--- src/rtl/datapath_pkg.sv ---
// Shared types for the parametrised datapath: operation select codes and FSM states.
// Latency: n/a (types only).
// Backpressure: n/a (types only).
package datapath_pkg;

    // Encodings match the external sel field directly.
    typedef enum logic [1:0] {
        OP_ADD = 2'b00,
        OP_SUB = 2'b01,
        OP_SHL = 2'b10,
        OP_MUL = 2'b11
    } op_e;

    typedef enum logic [1:0] {
        ST_IDLE = 2'b00,
        ST_EXEC = 2'b01,
        ST_DONE = 2'b10
    } state_e;

endpackage

--- src/rtl/datapath_mul_iter.sv ---
// Iterative unsigned shift-add multiplier, one multiplier bit per cycle, LSB first.
// Latency: CW cycles after load; prod is the final product combinationally during the last busy cycle.
// Backpressure: none; load restarts unconditionally, rst aborts and clears.
// Ports: clk/rst, load with mcand/mplier operands, busy while iterating,
// fin on the last iteration, prod = accumulator plus current partial product.
module datapath_mul_iter #(
    parameter int W = 8
) (
    input  logic           clk,
    input  logic           rst,
    input  logic           load,
    input  logic [W/2-1:0] mcand,
    input  logic [W/2-1:0] mplier,
    output logic           busy,
    output logic           fin,
    output logic [W-1:0]   prod
);
    localparam int CW = W / 2;
    localparam logic [CW-1:0] CNT_LAST = CW'(CW - 1);

    logic [W-1:0]  mcand_q;
    logic [W-1:0]  acc_q;
    logic [W-1:0]  pp;
    logic [CW-1:0] mplier_q;
    logic [CW-1:0] cnt_q;
    logic          busy_q;

    assign pp   = mplier_q[0] ? mcand_q : '0;
    // Exposing acc+pp lets the caller capture the product on the same edge
    // that retires the last multiplier bit, saving a cycle.
    assign prod = acc_q + pp;
    assign fin  = (cnt_q == CNT_LAST);
    assign busy = busy_q;

    always_ff @(posedge clk) begin
        if (rst) begin
            mcand_q  <= '0;
            mplier_q <= '0;
            acc_q    <= '0;
            cnt_q    <= '0;
            busy_q   <= 1'b0;
        end else if (load) begin
            mcand_q  <= {{CW{1'b0}}, mcand};
            mplier_q <= mplier;
            acc_q    <= '0;
            cnt_q    <= '0;
            busy_q   <= 1'b1;
        end else if (busy_q) begin
            acc_q    <= prod;
            mcand_q  <= mcand_q << 1;
            mplier_q <= mplier_q >> 1;
            if (fin) begin
                busy_q <= 1'b0;
                cnt_q  <= '0;
            end else begin
                cnt_q  <= cnt_q + CW'(1);
            end
        end
    end

endmodule

--- src/rtl/param_datapath.sv ---
// Multi-cycle datapath: add/sub/shift-left in one execute cycle, multiply over W/2 cycles.
// Latency: done 1 cycle after accept for ALU ops, CW cycles for multiply; one-cycle done pulse.
// Backpressure: ready high only in IDLE; start while not ready is dropped, never queued.
// Ports: clk, rst (sync, active-high), start/sel/a/b/c/d request, ready, done, result, ovf.
// Build option PARAM_DATAPATH_SAT_EN: saturate add/shift to all ones and sub to zero on ovf.
module param_datapath
    import datapath_pkg::*;
#(
    parameter  int W  = 8,
    localparam int CW = W / 2
) (
    input  logic          clk,
    input  logic          rst,
    input  logic          start,
    input  logic [1:0]    sel,
    input  logic [W-1:0]  a,
    input  logic [W-1:0]  b,
    input  logic [CW-1:0] c,
    input  logic [CW-1:0] d,
    output logic          ready,
    output logic          done,
    output logic [W-1:0]  result,
    output logic          ovf
);
    state_e        state_q, state_d;
    op_e           op_q;
    logic [W-1:0]  a_q, b_q;
    logic [CW-1:0] d_q;
    logic          accept;
    logic          exec_fin;
    logic          mul_busy, mul_fin;
    logic [W-1:0]  mul_prod;
    logic [W-1:0]  alu_res;
    logic          alu_ovf;
    logic [W:0]    sum_w;
    logic [2*W-1:0] shl_w;
    logic [31:0]   shamt;

    assign accept = start && (state_q == ST_IDLE);

    datapath_mul_iter #(.W(W)) u_mul (
        .clk    (clk),
        .rst    (rst),
        .load   (accept && (sel == OP_MUL)),
        .mcand  (c),
        .mplier (d),
        .busy   (mul_busy),
        .fin    (mul_fin),
        .prod   (mul_prod)
    );

    // Operands are captured on acceptance so later input changes cannot
    // disturb an in-flight operation.
    always_ff @(posedge clk) begin
        if (rst) begin
            op_q <= OP_ADD;
            a_q  <= '0;
            b_q  <= '0;
            d_q  <= '0;
        end else if (accept) begin
            op_q <= op_e'(sel);
            a_q  <= a;
            b_q  <= b;
            d_q  <= d;
        end
    end

    always_comb begin
        sum_w   = {1'b0, a_q} + {1'b0, b_q};
        shamt   = 32'(d_q) % 32'(W);
        // Double-width shift: the upper half holds whatever fell off the top.
        shl_w   = {{W{1'b0}}, a_q} << shamt;
        alu_res = '0;
        alu_ovf = 1'b0;
        case (op_q)
            OP_ADD: begin
                alu_res = sum_w[W-1:0];
                alu_ovf = sum_w[W];
            end
            OP_SUB: begin
                alu_res = a_q - b_q;
                alu_ovf = (a_q < b_q);
            end
            OP_SHL: begin
                alu_res = shl_w[W-1:0];
                alu_ovf = |shl_w[2*W-1:W];
            end
            default: begin
                alu_res = mul_prod;
                alu_ovf = 1'b0;
            end
        endcase
`ifdef PARAM_DATAPATH_SAT_EN
        if (alu_ovf) begin
            alu_res = (op_q == OP_SUB) ? '0 : '1;
        end
`endif
    end

    assign exec_fin = (state_q == ST_EXEC) &&
                      ((op_q != OP_MUL) || (mul_busy && mul_fin));

    always_ff @(posedge clk) begin
        if (rst) begin
            result <= '0;
            ovf    <= 1'b0;
        end else if (exec_fin) begin
            result <= alu_res;
            ovf    <= alu_ovf;
        end
    end

    // FSM: state register
    always_ff @(posedge clk) begin
        if (rst) state_q <= ST_IDLE;
        else     state_q <= state_d;
    end

    // FSM: next state
    always_comb begin
        state_d = state_q;
        case (state_q)
            ST_IDLE: if (start)    state_d = ST_EXEC;
            ST_EXEC: if (exec_fin) state_d = ST_DONE;
            ST_DONE:               state_d = ST_IDLE;
            default:               state_d = ST_IDLE;
        endcase
    end

    // FSM: outputs
    always_comb begin
        ready = (state_q == ST_IDLE);
        done  = (state_q == ST_DONE);
    end

endmodule

--- config.mk ---
export PLATFORM = sky130hd
export DESIGN_NAME = param_datapath
export DESIGN_NICKNAME = d
export VERILOG_FILES = /design/src/rtl/datapath_pkg.sv /design/src/rtl/datapath_mul_iter.sv /design/src/rtl/param_datapath.sv
export SDC_FILE = /design/constraint.sdc
export NUM_CORES = 1
export LEC_CHECK = 0
export ABC_AREA = 0
export CAP_MARGIN = 15
export CORE_ASPECT_RATIO = 2
export CORE_MARGIN = 4
export CORE_UTILIZATION = 35
export CTS_BUF_LIST = sky130_fd_sc_hd__clkbuf_4 sky130_fd_sc_hd__clkbuf_8
export CTS_CLUSTER_SIZE = 40
export DETAILED_ROUTE_END_ITERATION = 16
export HOLD_SLACK_MARGIN = 0.15
export MAX_ROUTING_LAYER = met4
export SLEW_MARGIN = 40
export SYNTH_ARGS = -nofsm -noshare
export SYNTH_HDL_FRONTEND = slang
export SYNTH_SLANG_ARGS = --single-unit
--- constraint.sdc ---
create_clock -name clk -period 5.1 [get_ports clk]
set_clock_uncertainty 0.2 [all_clocks]
set_input_delay 1.02 -clock clk [delete_from_list [all_inputs] [get_ports clk]]
set_output_delay 1.02 -clock clk [all_outputs]
set_load 0.1 [all_outputs]
Yosys cells after proc, flatten, opt, wreduce, memory -nomap -nowiden

Index checks and enable logic that the tools add are counted.

Add/sub/neg operators: 4
$lt $le $gt $ge: 1
Shift operators: 1
Equality and inequality tests: 9
Reductions and logical operators: 11
Multiplexer cells: 14

Operators with widths:

| cell                                           | number |
|---|---|
| case mux 8 bit (3 select lines)                | 1 |
| two-way mux 4 bit                              | 5 |
| << shifter 8 x 3 -> 16 bit                     | 1 |
| adder 8 x 8 -> 9 bit                           | 1 |
| adder 8 bit                                    | 1 |
| less-than comparator 8 bit                     | 1 |
| two-way mux 8 bit                              | 1 |
| OR reduction 8 bit                             | 1 |
| subtractor 8 bit                               | 1 |
| == test 2 bit (second input constant)          | 3 |
| inequality test 2 bit (second input constant)  | 3 |
| adder 4 x 1 -> 4 bit (second input constant)   | 1 |
| == test 2 x 1 -> 1 bit (second input constant) | 2 |
| == test 4 x 2 -> 1 bit (second input constant) | 1 |
| logical AND 1 bit                              | 4 |
| zero test 2 bit                                | 2 |
| two-way mux 2 bit                              | 2 |
| case mux 2 bit (2 select lines)                | 1 |
| two-way mux 1 bit                              | 3 |
| case mux 1 bit (3 select lines)                | 1 |
| AND reduction 2 bit                            | 1 |
| nonzero test 2 bit                             | 1 |
| OR reduction 2 bit                             | 1 |
| logical OR 1 bit                               | 1 |

Bits in registers: 57
Input port bits: 29
Output and inout bits: 11
Word-level logic and storage cells: 53

Depth between registers and ports, before layout

Depth after elaboration: 6
Mapped depth: 10

By module

Synthesis repeated with hierarchy kept, for this count alone.

Cells, all modules: 474
Area, all modules: 3741.1 um^2

Modules (own cells, without submodules):

| module            | area each (um^2) | times used | sequential area each (um^2) | cells each |
|---|---|---|---|---|
| param_datapath    | 2329.7           | 1          | 640.6                       | 309 |
| datapath_mul_iter | 1411.4           | 1          | 500.5                       | 165 |

Least setup slack after synthesis

OpenSTA, ideal clock, no wires.

Path type: register -> register
Start: register state_q[1]
End: register u_mul.acc_q[0]
Setup slack: 2.092 ns
Data arrival time: 2.691 ns
Cell stages (with the launch flop): 9
Buffers on the path: 3
Data required time: 4.783 ns
Path through: dfxtp_1 > nor2_1 > and2_1 > clkbuf_1 > nand3_2 > nand2b_1 > buf_2 > buf_2 > nor2_1

Cells in the longest elaborated chain, start to end: 4

RTL lines:

| what                         | RTL line                | text |
|---|---|---|
| from (decl)                  | param_datapath.sv:25    | `state_e state_q, state_d;` |
| from (signal assigned)       | param_datapath.sv:116   | `else state_q <= state_d;` |
| zero test 2 bit              | n/a                     |  |
| net ready                    | param_datapath.sv:20    | `output logic ready,` |
| logical AND 1 bit            | param_datapath.sv:39    | `assign accept = start && (state_q == ST_IDLE);` |
| logical AND 1 bit            | param_datapath.sv:44    | `.load (accept && (sel == OP_MUL)),` |
| OR reduction 2 bit (no line) | n/a                     |  |
| to (signal assigned)         | datapath_mul_iter.sv:49 | `acc_q <= prod;` |
| to (decl)                    | datapath_mul_iter.sv:22 | `logic [W-1:0] acc_q;` |

The timed path passes the listed nets, and every way through them passes these cells.
A chain may end at the register's enable or synchronous reset.

Final worst setup path

Start: input port start
End: register u_mul.acc_q[7]

Cells in the longest elaborated chain, start to end: 3

RTL lines:

| what                         | RTL line             | text |
|---|---|---|
| from (decl)                  | param_datapath.sv:14 | `input logic start,` |
| logical AND 1 bit            | param_datapath.sv:39 |  |
| logical AND 1 bit            | param_datapath.sv:44 |  |
| OR reduction 2 bit (no line) | n/a                  |  |

Every way passes these cells.

==> impl_metrics.json <==
{
  "status": "completed",
  "drive_gt1_frac": 0.1004,
  "initial_utilization": 0.3605,
  "slew_violations": 0,
  "drt_iter0_drc": 120,
  "worstHoldPathCells": 2,
  "synth.most_common_cell": "nand2_1",
  "setup_viol": 0,
  "fin_area_um2": 4343,
  "core_region_area_um2": 10210,
  "area.growth.synth_to_final_pct": 17.94,
  "cap_violations": 0,
  "grt_use_total": 0.1745,
  "syn-cell-area_um2": 3682,
  "htreeDepth": 3,
  "min_path_type": "register to register",
  "vdd_drop_max_uv": 133.2,
  "p_leak_nw": 1.686,
  "nNetsFinal": 530,
  "synth_cell_types": 58,
  "synthTopCellsByCount": "59 x nand2_1, 57 x dfxtp_1, 48 x nor2_1, 40 x a21oi_1, 27 x inv_1",
  "syn_area_per_cell_um2": 8.293,
  "clock_sinks": 57,
  "fp.dieH_um": 153.1,
  "ios": 40,
  "clock_path_buffers": 2,
  "fmax_mhz": 358.1,
  "synthAdderAreaFrac": 0.1013,
  "antenna_found_initial": 0,
  "cp-start-kind": "input port",
  "crit_arrival_ns": 2.84,
  "viasPerCell": 5.165,
  "synth_compound_area_frac": 0.1967,
  "placed_cell_area_um2": 4095,
  "synth_cells": 444,
  "yosys.area_share.simple": 0.1896,
  "drc": 0,
  "async_reset_ff_frac": 0,
  "portBuffers": 39,
  "post_cts_buffers": 0,
  "ctsResizeCount": 0,
  "grt_start_max_net_pins": 43,
  "cts_buffers": 9,
  "yosys-top-cells-area": "dfxtp_1 31%, ha_1 8.5%, mux2i_1 7.1%",
  "antennaDiodeCount": 0,
  "root_buffer": "clkbuf_8",
  "synth_edf_count": 0,
  "path_clk_slew_ns": 0.07,
  "yosysWarnings": 0,
  "setup-tns-final_ns": 0,
  "r2r_slack_ns": 2.33,
  "cts_tree": "built",
  "cp.required_ns": 5.14,
  "holdCritStartpoint": "b_q[3]",
  "maxSlewHeadroom": 0.4799,
  "hold_path_end": "b_q[3]",
  "cts_hold_buffers": 0,
  "worstRegToRegCells": 9,
  "grt_overflow": 0,
  "timing.rr.end": "result[6]",
  "worst_slew_pin_slew_ns": 0.7790,
  "yosys.area.top_type": "dfxtp_1",
  "grt_pass1_vias": 3234,
  "ys_seq_area_frac": 0.3099,
  "clock_latency_ns": 0.34,
  "globalplace.congestion": 0.9097,
  "ant_nets": 0,
  "finalCritPeriodShare": 0.5476,
  "rows": 52,
  "crit_type": "input port to register",
  "firstDrtPassIters": 4,
  "power.total_mw": 1.264,
  "layout.cells.non_filler": 613,
  "syn_nets": 501,
  "die_x_um": 80.53,
  "vias": 3166,
  "dpl.hpwl_um": 7551,
  "final_hold_viol_count": 0,
  "die-area_um2": 12330,
  "cellPowerDensity_nw_per_um2": 291.0,
  "wl_per_cell_um": 15.84,
  "yosys.area_share.xor_xnor": 0.02379,
  "worstSetupStartpoint": "start",
  "regToRegStartpoint": "u_mul.mplier_q[0]",
  "yosysTopAreaCellShare": 0.3099,
  "ys.flop_type": "dfxtp_1",
  "synth_mux_area_frac": 0.1196,
  "drt_wl_total_um": 9707,
  "rsz0062_at_grt": "false",
  "synth_top_family_by_area": "compound AO/OA/AOI/OAI gates",
  "crit_fanout": 17,
  "crit_path_end_kind": "register",
  "grt_pass1_wl_um": 15900,
  "yosys_register_bits": 57,
  "min_period_ns": 2.793,
  "placedCellCount": 597
}
-- kinds of logic after synthesis --
family | after synthesis
mux | 36
flops | 57
fa+ha+maj | 28
simple gates | 153
buf+inv | 51
compound gates | 109
xor+xnor | 10
-- per-stage QoR --
step           utilization  hold WS, ns  setup slack, ns
4_1_cts             0.4252       0.2807            2.300
3_5_place_dp        0.4009       0.2716            1.940
3_3_place_gp        0.4061       0.2615            1.956
6_report            0.4252       0.2794            2.307
5_1_grt             0.4252       0.2992            2.140
2_1_floorplan            -       0.2530            2.092
-- power by group --
part | total [mW] | internal, mW | switching, mW | leakage, nW
sequential | 0.499 | 0.465 | 0.0333 | 0.465
combinational | 0.233 | 0.0928 | 0.141 | 1.10
clock | 0.532 | 0.342 | 0.189 | 0.123
-- routing by layer --
metal / vias to the layer above / track usage / routed length [um]
met2: 55 / 0.3125 / 5389
met3: 27 / 0.03769 / 271
met1: 1469 / 0.1686 / 3562
li1: 1615 / - / -
met4: 0 / 0.09347 / 484
met5: - / - / 0
-- worst max path at each step --
stage	slack, ns	endpoint
floorplan	2.09	u_mul.acc_q[0]
global placement	1.96	u_mul.acc_q[7]
detailed placement	1.94	u_mul.acc_q[7]
CTS	2.30	result[6]
global route	2.14	u_mul.acc_q[7]
finish	2.31	u_mul.acc_q[7]
-- cell type report --
type	instances	area (um2)
well taps	135	168.9
fillers	1068	5872
clock buffers	11	145.1
repair buffers	42	357.8
inverters	27	101.3
clock inverters	5	102.6
flip-flops and latches	57	1141
multi-input cells	336	2326
-- flip-flops by register name, summed over array words and instances (netlist names) --
name,flops
result,8
u_mul.acc_q,8
d_q,3
a_q,8
u_mul.mplier_q,4
op_q,2
ovf,1
u_mul.busy,1
b_q,8
state_q,2
u_mul.cnt_q,4
u_mul.mcand_q,8
-- placed cells by master, fill, tap and decap left out, types with 3 or more instances in the layout --
cell type | synthesis | routed
a21o_1 | 5 | 5
buf_2 | 6 | 11
nand2_1 | 59 | 59
nor3_1 | 4 | 4
nor2b_1 | 6 | 6
clkdlybuf4s50_1 | 0 | 28
xnor2_1 | 7 | 7
bufinv_16 | 0 | 3
xor2_1 | 3 | 3
nand3_1 | 3 | 3
mux2i_1 | 26 | 26
o21ai_0 | 20 | 20
clkbuf_8 | 0 | 10
and2_1 | 8 | 8
fa_1 | 3 | 3
a211oi_1 | 9 | 9
a31oi_1 | 4 | 4
ha_1 | 25 | 25
nor2_1 | 48 | 47
inv_1 | 27 | 27
dfxtp_1 | 57 | 57
mux2_2 | 4 | 4
a31o_1 | 5 | 5
nand4_1 | 4 | 4
mux4_2 | 6 | 6
buf_4 | 2 | 3
nand2b_1 | 8 | 8
a21oi_1 | 40 | 40
-- worst max-delay path, stage by stage --
cell and delay, ns:
clkdlybuf4s50_1 0.48, and2_1 0.17, nand3_2 0.26, nand2b_1 0.57, a211oi_1 0.11, a31o_1 0.21
Power figures use the tool's default switching activity.
